--- config.mk ---
export PLATFORM = sky130hd
export DESIGN_NAME = booth_op_sequencer
export DESIGN_NICKNAME = d
export VERILOG_FILES = /design/src/rtl/booth_pkg.sv /design/src/rtl/booth_op_fifo.sv /design/src/rtl/booth_op_sequencer.sv
export SDC_FILE = /design/constraint.sdc
export NUM_CORES = 1
export LEC_CHECK = 0
export ABC_AREA = 1
export CELL_PAD_IN_SITES_DETAIL_PLACEMENT = 0
export CELL_PAD_IN_SITES_GLOBAL_PLACEMENT = 1
export CORE_MARGIN = 1.5
export CORE_UTILIZATION = 36
export CTS_BUF_LIST = sky130_fd_sc_hd__clkbuf_16
export CTS_CLUSTER_DIAMETER = 80
export DETAILED_ROUTE_END_ITERATION = 8
export HOLD_SLACK_MARGIN = 0.06
export PLACE_DENSITY_LB_ADDON = 0.1
export SLEW_MARGIN = 40
export SYNTH_ARGS = -nofsm -noshare
export SYNTH_HDL_FRONTEND = slang
export SYNTH_SLANG_ARGS = --single-unit
--- constraint.sdc ---
create_clock -name clk -period 1.33 [get_ports clk]
set_input_delay 0.266 -clock clk [delete_from_list [all_inputs] [get_ports clk]]
set_output_delay 0.266 -clock clk [all_outputs]
set_load 0.005 [all_outputs]
--- src/rtl/booth_pkg.sv ---
// Shared state encoding, default parameters and width helper for the
// Booth multiplier operand sequencer.
package booth_pkg;

   localparam int W_DEF       = 3;
   localparam int DEPTH_DEF   = 4;
   localparam int TIMEOUT_DEF = 16;

   typedef enum logic [1:0] {
      IDLE  = 2'd0,
      ISSUE = 2'd1,
      WAIT  = 2'd2
   } state_t;

   function automatic int resWidth(input int w);
      return 2 * w;
   endfunction

endpackage

--- src/rtl/booth_op_fifo.sv ---
// Synchronous operand FIFO with full/empty flags; head entry is visible
// combinationally on popData_o whenever the FIFO is not empty.
module booth_op_fifo
#(
   parameter int WIDTH = 6,
   parameter int DEPTH = 4
)(
   input  logic             clk,
   input  logic             reset,
   input  logic             push_i,
   input  logic [WIDTH-1:0] pushData_i,
   output logic             full_o,
   input  logic             pop_i,
   output logic [WIDTH-1:0] popData_o,
   output logic             empty_o
);

   localparam int AW = $clog2(DEPTH);

   logic [WIDTH-1:0] mem_q [DEPTH];
   logic [AW:0]      wrPtr_q;
   logic [AW:0]      rdPtr_q;
   logic             doPush;
   logic             doPop;

   // The extra pointer bit separates a full FIFO from an empty one.
   assign empty_o   = (wrPtr_q == rdPtr_q);
   assign full_o    = (wrPtr_q[AW] != rdPtr_q[AW]) &&
                      (wrPtr_q[AW-1:0] == rdPtr_q[AW-1:0]);
   assign doPush    = push_i && !full_o;
   assign doPop     = pop_i && !empty_o;
   assign popData_o = mem_q[rdPtr_q[AW-1:0]];

   always_ff @(posedge clk) begin
      if (doPush) begin
         mem_q[wrPtr_q[AW-1:0]] <= pushData_i;
      end
   end

   always_ff @(posedge clk) begin
      if (reset) begin
         wrPtr_q <= '0;
         rdPtr_q <= '0;
      end else begin
         if (doPush) begin
            wrPtr_q <= wrPtr_q + 1'b1;
         end
         if (doPop) begin
            rdPtr_q <= rdPtr_q + 1'b1;
         end
      end
   end

endmodule

--- src/rtl/booth_op_sequencer.sv ---
// Feeds buffered operand pairs to the Booth multiplier one at a time and
// captures each product into a valid/ready slot. BOOTH_SEQ_TIMEOUT_EN adds a WAIT watchdog.
module booth_op_sequencer
   import booth_pkg::*;
#(
   parameter int W              = W_DEF,
   parameter int DEPTH          = DEPTH_DEF,
   parameter int TIMEOUT_CYCLES = TIMEOUT_DEF
)(
   input  logic             clk,
   input  logic             reset,
   input  logic             in_valid,
   output logic             in_ready,
   input  logic [W-1:0]     in_multiplicador,
   input  logic [W-1:0]     in_multiplicando,
   output logic             out_valid,
   input  logic             out_ready,
   output logic [2*W-1:0]   out_resultado,
   output logic [W-1:0]     mul_multiplicador,
   output logic [W-1:0]     mul_multiplicando,
   output logic             mul_start,
   input  logic [2*W-1:0]   mul_resultado,
   input  logic             mul_fin,
   output logic             busy,
   output logic             err
);

   localparam int RW = resWidth(W);

   if (DEPTH < 2 || (DEPTH & (DEPTH - 1)) != 0 || TIMEOUT_CYCLES < 1) begin : gBadConfig
      $error("booth_op_sequencer: DEPTH must be a power of two >= 2, TIMEOUT_CYCLES >= 1");
   end

   logic          fifoFull;
   logic          fifoEmpty;
   logic          fifoPop;
   logic [RW-1:0] fifoHead;

   state_t        state_q;
   logic [W-1:0]  mulMultiplicador_q;
   logic [W-1:0]  mulMultiplicando_q;
   logic          mulStart_q;
   logic          firstWait_q;
   logic          outValid_q;
   logic [RW-1:0] outResultado_q;

   logic          finHonoured;
   logic          capture;

   booth_op_fifo #(
      .WIDTH (RW),
      .DEPTH (DEPTH)
   ) uFifo (
      .clk        (clk),
      .reset      (reset),
      .push_i     (in_valid),
      .pushData_i ({in_multiplicador, in_multiplicando}),
      .full_o     (fifoFull),
      .pop_i      (fifoPop),
      .popData_o  (fifoHead),
      .empty_o    (fifoEmpty)
   );

   // A fin seen in the first WAIT cycle may be left over from the previous operation.
   assign fifoPop     = (state_q == IDLE) && !fifoEmpty;
   assign finHonoured = (state_q == WAIT) && mul_fin && !firstWait_q;
   assign capture     = finHonoured && (!outValid_q || out_ready);

   assign in_ready          = !fifoFull;
   assign out_valid         = outValid_q;
   assign out_resultado     = outResultado_q;
   assign mul_multiplicador = mulMultiplicador_q;
   assign mul_multiplicando = mulMultiplicando_q;
   assign mul_start         = mulStart_q;
   assign busy              = (state_q != IDLE);

`ifdef BOOTH_SEQ_TIMEOUT_EN
   localparam int CntW = $clog2(TIMEOUT_CYCLES + 1);
   localparam logic [CntW-1:0] CntLast = CntW'(TIMEOUT_CYCLES - 1);

   logic [CntW-1:0] waitCnt_q;
   logic            finSeen_q;
   logic            err_q;

   assign err = err_q;
`else
   assign err = 1'b0;
`endif

   always_ff @(posedge clk) begin
      if (reset) begin
         state_q            <= IDLE;
         mulMultiplicador_q <= '0;
         mulMultiplicando_q <= '0;
         mulStart_q         <= 1'b0;
         firstWait_q        <= 1'b0;
         outValid_q         <= 1'b0;
         outResultado_q     <= '0;
`ifdef BOOTH_SEQ_TIMEOUT_EN
         waitCnt_q          <= '0;
         finSeen_q          <= 1'b0;
         err_q              <= 1'b0;
`endif
      end else begin
         if (capture) begin
            outValid_q     <= 1'b1;
            outResultado_q <= mul_resultado;
         end else if (outValid_q && out_ready) begin
            outValid_q <= 1'b0;
         end

         case (state_q)
            IDLE: begin
               if (!fifoEmpty) begin
                  mulMultiplicador_q <= fifoHead[RW-1:W];
                  mulMultiplicando_q <= fifoHead[W-1:0];
                  mulStart_q         <= 1'b1;
                  state_q            <= ISSUE;
               end
            end
            ISSUE: begin
               mulStart_q  <= 1'b0;
               firstWait_q <= 1'b1;
               state_q     <= WAIT;
`ifdef BOOTH_SEQ_TIMEOUT_EN
               waitCnt_q   <= '0;
               finSeen_q   <= 1'b0;
`endif
            end
            WAIT: begin
               firstWait_q <= 1'b0;
               if (capture) begin
                  state_q <= IDLE;
               end
`ifdef BOOTH_SEQ_TIMEOUT_EN
               // Once fin is honoured a stall is only backpressure, not a fault.
               if (finHonoured) begin
                  finSeen_q <= 1'b1;
               end else if (!finSeen_q) begin
                  if (waitCnt_q == CntLast) begin
                     err_q   <= 1'b1;
                     state_q <= IDLE;
                  end else begin
                     waitCnt_q <= waitCnt_q + 1'b1;
                  end
               end
`endif
            end
            default: state_q <= IDLE;
         endcase
      end
   end

endmodule
==> flow_summary.ini <==
[setup_path]
path_max_fanout = 3
worst_ep_arrival_time_ns = 1.09
worstSetupEndpointType = output port
r2r_slack_ns = 0.04
crit_slowest_cell = dfxtp_2
crit_buf_inv = 2
cp_cell_sequence = inv_1 > nand2_1 > nand2_2 > nand3b_4 > buf_6
max_stage_delay_ns = 0.35
crit_family = flip-flops
cp.required_ns = 1.06
path_class = reg2out
critPathLaunchType = flop

[placed_design]
dp_hpwl_um = 2960
io_buffers = 32
finalWeightedCongestion = 0.695
place_inst = 327

[finish]
ff_latch_area_um2 = 1200
layout-drive-gt1-share_pct = 28.4
multi_input_area_um2 = 817
area_growth_pct = 41.9
stdcell_count = 340
nets = 292
diodes = 0
fill_cells = 495

[floorplanning]
pin_count = 34
rows = 27
start_util_pct = 37.0
chipHeight_um = 77.8
dieArea_um2 = 6050
die_w_um = 77.8
core_um2 = 5440

[routing]
drc = 0
wl_um = 4050
ant_nets = 0
vias = 1498
via_per_inst = 4.41
drt_iter0_drc = 28
dr.pass1.iters = 4
routedWlPerCell_um = 11.9

[logic_synthesis]
syn_area_per_cell_um2 = 9.72
synth_area_leaders = edfxtp_1 36%, dfxtp_1 23%, nor2_1 11%
netlist_area_um2 = 2010
ys_ff_latch = 47
yosysTopAreaCell = edfxtp_1
syn_inst = 207
synth.net_count = 232
yosysSeqAreaShare_pct = 58.7
ys_types = 22
ys_warn_count = 0
synth_top_area_share_pct = 35.8

[run_status]
violations = negative setup slack
status = finished with violations

[clocking]
clock-root-buffer = clkbuf_16
cts.clk_slew.worst_paths_ns = 0.06
clk_latency_ns = 0.28
cts_buffers = 5
cts.sinks = 47
h-tree-depth = 2
cts_tree = done
cts.path.max_buffers = 2

[timing]
finalSetupViolCount = 1
drv_slew = 0
final.period_utilization_pct = 102
rsz0062_at_grt = yes
clock.fmax_mhz = 739
tns_ns = -0.0226
fin_crit_ns = 1.35
setup_ws_ns = -0.0226
skew_ns = 0.00303
hold_viol = 0

[grt]
grt_pass1_vias = 1474
grt.overflow.total = 0
grt_max_degree = 15
grt_pass1_wl_um = 6610
antenna_found_initial = 0
grtUsageTotal_pct = 14.1

[power_and_ir_drop]
p_leak_uw = 0.00119
ir_drop_uv = 885
total_power_uw = 5440
powerDensity_nw_per_um2 = 1900

[job]
cap_violations = 0

[min_path]
hold_path.class = reg2reg
-- Yosys cell counts --
cell      instances
inv_1            17
edfxtp_1         24
nand3b_4          1
o21ai_0          33
conb_1            1
buf_4             3
buf_2             1
dfxtp_1          23
xnor2_4           1
nand3_4           1
ha_1              8
nand2_1          17
buf_6             1
inv_4             1
nand3_1           4
o21ai_1           2
nor2_1           57
nand2_4           2
buf_1             1
a21oi_1           6
nand4_1           1
xor2_1            2
-- layer usage --
layer	vias to the layer above	wire length [um]	track usage, %
met5	-	0	0
met4	0	53	4.91
met3	5	154	2.94
met2	28	2090	26.2
met1	664	1750	15.8
li1	801	-	-
-- area by class of cell --
type,count,area share [%]
clock buffer,5,4.38
clock inverter,3,1.36
inverter,18,2.54
multi-input combinational,136,28.6
sequential,47,42.0
tap,72,3.16
timing repair buffer,59,18.0
-- repair_timing --
item,in CTS,in global routing
hold buffers,0,0
pin swaps,1,11
buffers inserted,3,3
cloned,0,0
resized for setup,45,32
setup endpoints to repair,54,44
-- flip-flops by register name (all words and copies together), names as in the netlist --
register	flops
firstWait_q	1
mul_multiplicador	3
mul_multiplicando	3
mul_start	1
out_resultado	6
out_valid	1
state_q	2
uFifo.mem_q	24
uFifo.rdPtr_q	3
uFifo.wrPtr_q	3
-- where the power goes --
group	leakage, uW	internal, uW	switching (uW)	total, uW
clock	0.0000812	875	481	1360
sequential	0.000414	1790	147	1940
combinational	0.000694	979	1160	2140
-- path summary, 6_finish.rpt --
path                         start                 to  cells past startpoint
setup / recovery  uFifo.rdPtr_q[2]           in_ready                      5
hold / removal           mul_start          mul_start                      2
setup reg to reg  uFifo.rdPtr_q[2]  uFifo.mem_q[3][2]                      6
hold reg to reg          mul_start          mul_start                      2
-- placed cells by master, fill, tap and decap left out --
| cell type | instances |
|---|---|
| nor2_1 | 51 |
| buf_4 | 24 |
| edfxtp_1 | 24 |
| o21ai_0 | 21 |
| clkdlybuf4s50_1 | 16 |
| dlygate4sd2_1 | 14 |
| dfxtp_1 | 13 |
| o21ai_1 | 12 |
| inv_1 | 11 |
| nand2_1 | 11 |
| dfxtp_2 | 8 |
| nand2_2 | 6 |
| ha_1 | 6 |
| inv_2 | 5 |
| clkbuf_16 | 5 |
| nor2_4 | 4 |
| nand3_1 | 4 |
| a21oi_1 | 4 |
| buf_6 | 4 |
| inv_4 | 2 |
| o21ai_2 | 2 |
| xor2_1 | 2 |
| a21oi_2 | 2 |
| nor2_2 | 2 |
| ha_4 | 2 |
| dfxtp_4 | 2 |
| xnor2_4 | 1 |
| nand3b_4 | 1 |
| nand2_4 | 1 |
| nand3_4 | 1 |
| nand2_8 | 1 |
| nand4_1 | 1 |
| conb_1 | 1 |
| clkinv_1 | 1 |
| clkinv_2 | 1 |
| bufinv_16 | 1 |
| clkbuf_2 | 1 |
-- cells by family after synthesis --
kind of cell / synth area share [%]
compound gates: 10.2
xor+xnor: 2.24
fa+ha+maj: 4.98
buf+inv: 5.60
flops: 58.7
other cells: 0.186
simple gates: 18.1
-- worst register-to-register path: stages, from the launching register on --
cell and delay, ns:
dfxtp_2 0.33, inv_1 0.05, nand2_1 0.05, nand2_2 0.06, nand3b_4 0.15, nand2_4 0.12, nor2_4 0.23
-- metrics by stage --
stage / setup WS, ns / hold slack, ns / util (%) / cell area, um2
3_3_place_gp: -0.194 / 0.455 / 47.0 / 2550
2_1_floorplan: -0.0374 / 0.335 / - / 2020
3_5_place_dp: -0.212 / 0.465 / 47.0 / 2550
5_1_grt: -0.0791 / 0.504 / 52.5 / 2860
4_1_cts: -0.0437 / 0.475 / 51.0 / 2780
6_report: -0.0226 / 0.473 / 52.5 / 2860
Power figures use the tool's default switching activity.
==> patch 1 (same flow settings) <==
Add a define of `BOOTH_SEQ_TIMEOUT_EN`.
--- a/src/rtl/booth_op_sequencer.sv
+++ b/src/rtl/booth_op_sequencer.sv
@@ -1,5 +1,7 @@
 // Feeds buffered operand pairs to the Booth multiplier one at a time and
 // captures each product into a valid/ready slot. BOOTH_SEQ_TIMEOUT_EN adds a WAIT watchdog.
+`define BOOTH_SEQ_TIMEOUT_EN
+
 module booth_op_sequencer
    import booth_pkg::*;
 #(
Behaviour: same outputs for any inputs over 10 cycles, from zero or initial values and one cycle with reset high; that may be too few to reach the edited logic, so the function may still have changed.
==> patch 1 against the unedited design <==
The flow still finishes with violations (setup timing); combinational power up 33%; cell count up 22%; setup slack worse by 0.13 ns; area after synthesis up 16%; register-to-register slack worse by 0.19 ns; power up 19%; cell area up 23%; sequential cell count up 7; routed wire length up 23%; sequential power up 17%; critical path type is now reg2reg.
==> patch 1: results (changes against the unedited design) <==
- Combinational share of power: 0.441 (was 0.394)
- CP delay by family, top: adder cells (was flip-flops)
- WL met1: 2120 um (was 1750 um)
- Reg2reg start: waitCnt_q[1]$_SDFFE_PP0P_ (was uFifo.rdPtr_q[2]$_SDFFE_PP0P_)
- Prevailing post-synth register cell: dfxtp_1 (was edfxtp_1)
- Int Power: 4170 uW (was 3650 uW)
- Post-Route Setup TNS: -1.53 ns (was -0.0226 ns)
- Placed cells: 400 (was 327)
- Peak supply drop: 975 uV (was 885 uV)
- Post-CTS Setup Bufs: 5 (was 3)
- GR Util All Layers: 0.149 (was 0.141)
- Result of the run: finished with violations (unchanged)
- R2r worst-path depth: 9 (was 6)
- Place WS: -0.217 ns (was -0.212 ns)
- Clock Skews: 0.00337 ns (was 0.00303 ns)
- Min-Delay Endpoint: waitCnt_q[4]$_SDFFE_PP0P_ (was mul_start$_SDFFE_PP0P_)
- Vias: 1,934 (was 1,498)
- Sequential cell area fraction in the yosys report: 0.565 (was 0.587)
- M3 GR Usage: 0.0445 (was 0.0294)
- Nets: 365 (was 292)
- DP Wirelength: 3440 um (was 2960 um)
- Routability congestion estimate: 0.729 (was 0.695)
- Met2 GRT Util: 0.260 (was 0.262)
- Post-synth cell types: 25 (was 22)
- XOR/XNOR Fraction of Synth Area: 0.0144 (was 0.0224)
- Arr. time, crit path: 1.66 ns (was 1.09 ns)
- I/O Buffers: 33 (was 32)
- Setup crit end: waitCnt_q[4]$_SDFFE_PP0P_ (was in_ready)
- P_leak: 0.00143 uW (was 0.00119 uW)
- Violated checks: setup timing (unchanged)
- Metal3 WL: 171 um (was 154 um)
- Vias in the first global route: 1,743 (was 1,474)
- Share of cells above drive strength 1: 0.393 (was 0.284)
- Largest net degree at the start of global routing: 20 (was 15)
- Met1 Use GR: 0.175 (was 0.158)
- Adder-cell share of the synthesized area: 0.0589 (was 0.0498)
- Number of setup violations in the final report: 34 (was 1)
- CTS resizes: 64 (was 45)
- DRT iter0 DRCs: 49 (was 28)
- Fillcell total: 603 (was 495)
- PnR worst setup slack: -0.148 ns (was -0.0226 ns)
- Post-synth top cells: nor2_1 (65), o21ai_0 (39), dfxtp_1 (30) (was nor2_1 (57), o21ai_0 (33), edfxtp_1 (24))
- Global-route wire length before repair: 8140 um (was 6610 um)
- Critical Path Fanout Max: 7 (was 3)
- Largest cells by area after synthesis: edfxtp_1 (31%), dfxtp_1 (26%), nor2_1 (10%) (was edfxtp_1 (36%), dfxtp_1 (23%), nor2_1 (11%))
==> patch 1: cell types whose count changed after synthesis, moves of 3 or more <==
cell	delta
nand2_1	+5
ha_1	+3
nor2_1	+8
nor3_1	+3
a21oi_1	+3
inv_1	+11
dfxtp_1	+7
nand3_1	+7
o21ai_0	+6
==> patch 1: layout make-up <==
cell class / count / area (sq um) / area share
tap: 77 / 96.3 / 0.0275
multi-input combinational: 172 / 1140 / 0.326
inverter: 30 / 131 / 0.0374
sequential: 54 / 1350 / 0.384
timing repair buffer: 74 / 636 / 0.181
clock inverter: 3 / 28.8 / 0.00820
clock buffer: 5 / 125 / 0.0357
==> patch 1: per-stage QoR <==
stage	power (uW)	hold slack, ns	area, sq um
3_3_place_gp	4580	0.447	3070
5_1_grt	6980	0.500	3510
2_1_floorplan	3560	0.328	2430
3_5_place_dp	4590	0.456	3070
4_1_cts	6140	0.467	3300
6_report	6470	0.457	3510
==> patch 2 (config.mk and constraints unchanged) <==
Without the edit above. Re-encode `state_t` (3 states) as one-hot, 3 bits wide.
--- a/src/rtl/booth_pkg.sv
+++ b/src/rtl/booth_pkg.sv
@@ -6,10 +6,10 @@
    localparam int DEPTH_DEF   = 4;
    localparam int TIMEOUT_DEF = 16;
 
-   typedef enum logic [1:0] {
-      IDLE  = 2'd0,
-      ISSUE = 2'd1,
-      WAIT  = 2'd2
+   typedef enum logic [2:0] {
+      IDLE  = 3'b001,
+      ISSUE = 3'b010,
+      WAIT  = 3'b100
    } state_t;
 
    function automatic int resWidth(input int w);
Function: no difference found for any inputs over 10 cycles, from zero or initial values and one cycle with reset high; not proved beyond that.
==> patch 2 against the unedited design <==
The flow still finishes with violations (setup timing); cell area increased by 9.4%; clock skew decreased by 0.00074 ns; power increased by 4.7%; setup slack got worse by 0.0016 ns; sequential power about the same; routed wire length increased by 15%; first-iteration DRC count increased to 3.0 times the old value; sequential cell count increased by 1; area after synthesis increased by 11%; count of clock-buffer cells in the layout unchanged; critical endpoint unchanged.
==> patch 2: results (changes against the unedited design) <==
- Cell count after synthesis: 257 (was 207)
- Post-Route Setup TNS: -0.146 ns (was -0.0226 ns)
- Global-route wire length before repair: 7470 um (was 6610 um)
- Slowest cell delay on critical path: 0.37 ns (was 0.35 ns)
- Switching Fraction: 0.337 (was 0.329)
- Fraction of area in multi-input gates: 0.278 (was 0.286)
- Sink Count: 48 (was 47)
- Vias in the first global route: 1,638 (was 1,474)
- Metal3 WL: 162 um (was 154 um)
- GR Util All Layers: 0.152 (was 0.141)
- R2r worst-path depth: 5 (was 6)
- DP Wirelength: 3150 um (was 2960 um)
- Fillcell total: 587 (was 495)
- Violated checks: setup timing (unchanged)
- Post-synth net total: 279 (was 232)
- Post-synth cell types: 30 (was 22)
- Placed cells: 380 (was 327)
- NonClk Buf Share: 0.181 (was 0.180)
- Share of cells above drive strength 1: 0.312 (was 0.284)
- Power per cell area: 1820 nW/um^2 (was 1900 nW/um^2)
- DRT iter0 DRCs: 85 (was 28)
- Combinational share of power: 0.412 (was 0.394)
- PnR worst setup slack: -0.0242 ns (was -0.0226 ns)
- Post-synth top cells: nand2_1 (53), inv_1 (47), nor2_1 (29) (was nor2_1 (57), o21ai_0 (33), edfxtp_1 (24))
- Drt wl/cell: 11.7 um (was 11.9 um)
- Result of the run: finished with violations (unchanged)
- Top cell type's share of synthesized area: 0.324 (was 0.358)
- Routability congestion estimate: 0.768 (was 0.695)
- Clock Skews: 0.00228 ns (was 0.00303 ns)
- Total routed wirelength: 4650 um (was 4050 um)
- Largest cells by area after synthesis: edfxtp_1 (32%), dfxtp_1 (22%), nand2_1 (8.9%) (was edfxtp_1 (36%), dfxtp_1 (23%), nor2_1 (11%))
- Inverters excl. clock: 51 (was 18)
- P_sw: 1920 uW (was 1790 uW)
- Seq pwr share: 0.341 (was 0.357)
- Sequential cell area: 1230 sq um (was 1200 sq um)
- Reg2reg start: uFifo.wrPtr_q[0]$_SDFFE_PP0P_ (was uFifo.rdPtr_q[2]$_SDFFE_PP0P_)
- Peak supply drop: 781 uV (was 885 uV)
- Nonclk buf count: 64 (was 59)
- Number of setup violations in the final report: 13 (was 1)
- Vias: 1,781 (was 1,498)
- M3 GR Usage: 0.0333 (was 0.0294)
- Comb_multi_in: 150 (was 136)
- Largest class: registers (unchanged)
- DRT Pass-1 Iters: 4 (unchanged)
- CP max-delay cell: dfxtp_4 (was dfxtp_2)
- WL met1: 2210 um (was 1750 um)
- Die X-Extent: 81.6 um (was 77.8 um)
- Met2 GRT Util: 0.245 (was 0.262)
- Clock-cell share of area: 0.0521 (was 0.0574)
- XOR/XNOR Fraction of Synth Area: 0.0152 (was 0.0224)
- Met2 wire length: 2160 um (was 2090 um)
- Nets: 342 (was 292)
- Met1 Use GR: 0.195 (was 0.158)
[patch 2: worst min path at each step]
stage / start / to / slack, ns / cells after the start
6_report: mul_start$_SDFFE_PP0P_ / mul_start$_SDFFE_PP0P_ / 0.46 / 2
5_1_grt: mul_start$_SDFFE_PP0P_ / mul_start$_SDFFE_PP0P_ / 0.48 / 2
2_1_floorplan: in_multiplicando[0] / uFifo.mem_q[0][0]$_DFFE_PP_ / 0.36 / 0
3_3_place_gp: mul_start$_SDFFE_PP0P_ / mul_start$_SDFFE_PP0P_ / 0.45 / 2
3_5_place_dp: mul_start$_SDFFE_PP0P_ / mul_start$_SDFFE_PP0P_ / 0.46 / 2
4_1_cts: mul_start$_SDFFE_PP0P_ / mul_start$_SDFFE_PP0P_ / 0.46 / 2
[patch 2: repair_timing]
| item | in CTS | in global routing |
|---|---|---|
| endpoints found under the setup margin | 44 | 44 |
| hold buffers | 0 | 0 |
| gates resized for setup | 45 | 21 |
| pin swaps | 9 | 8 |
| setup buffers | 8 | 3 |
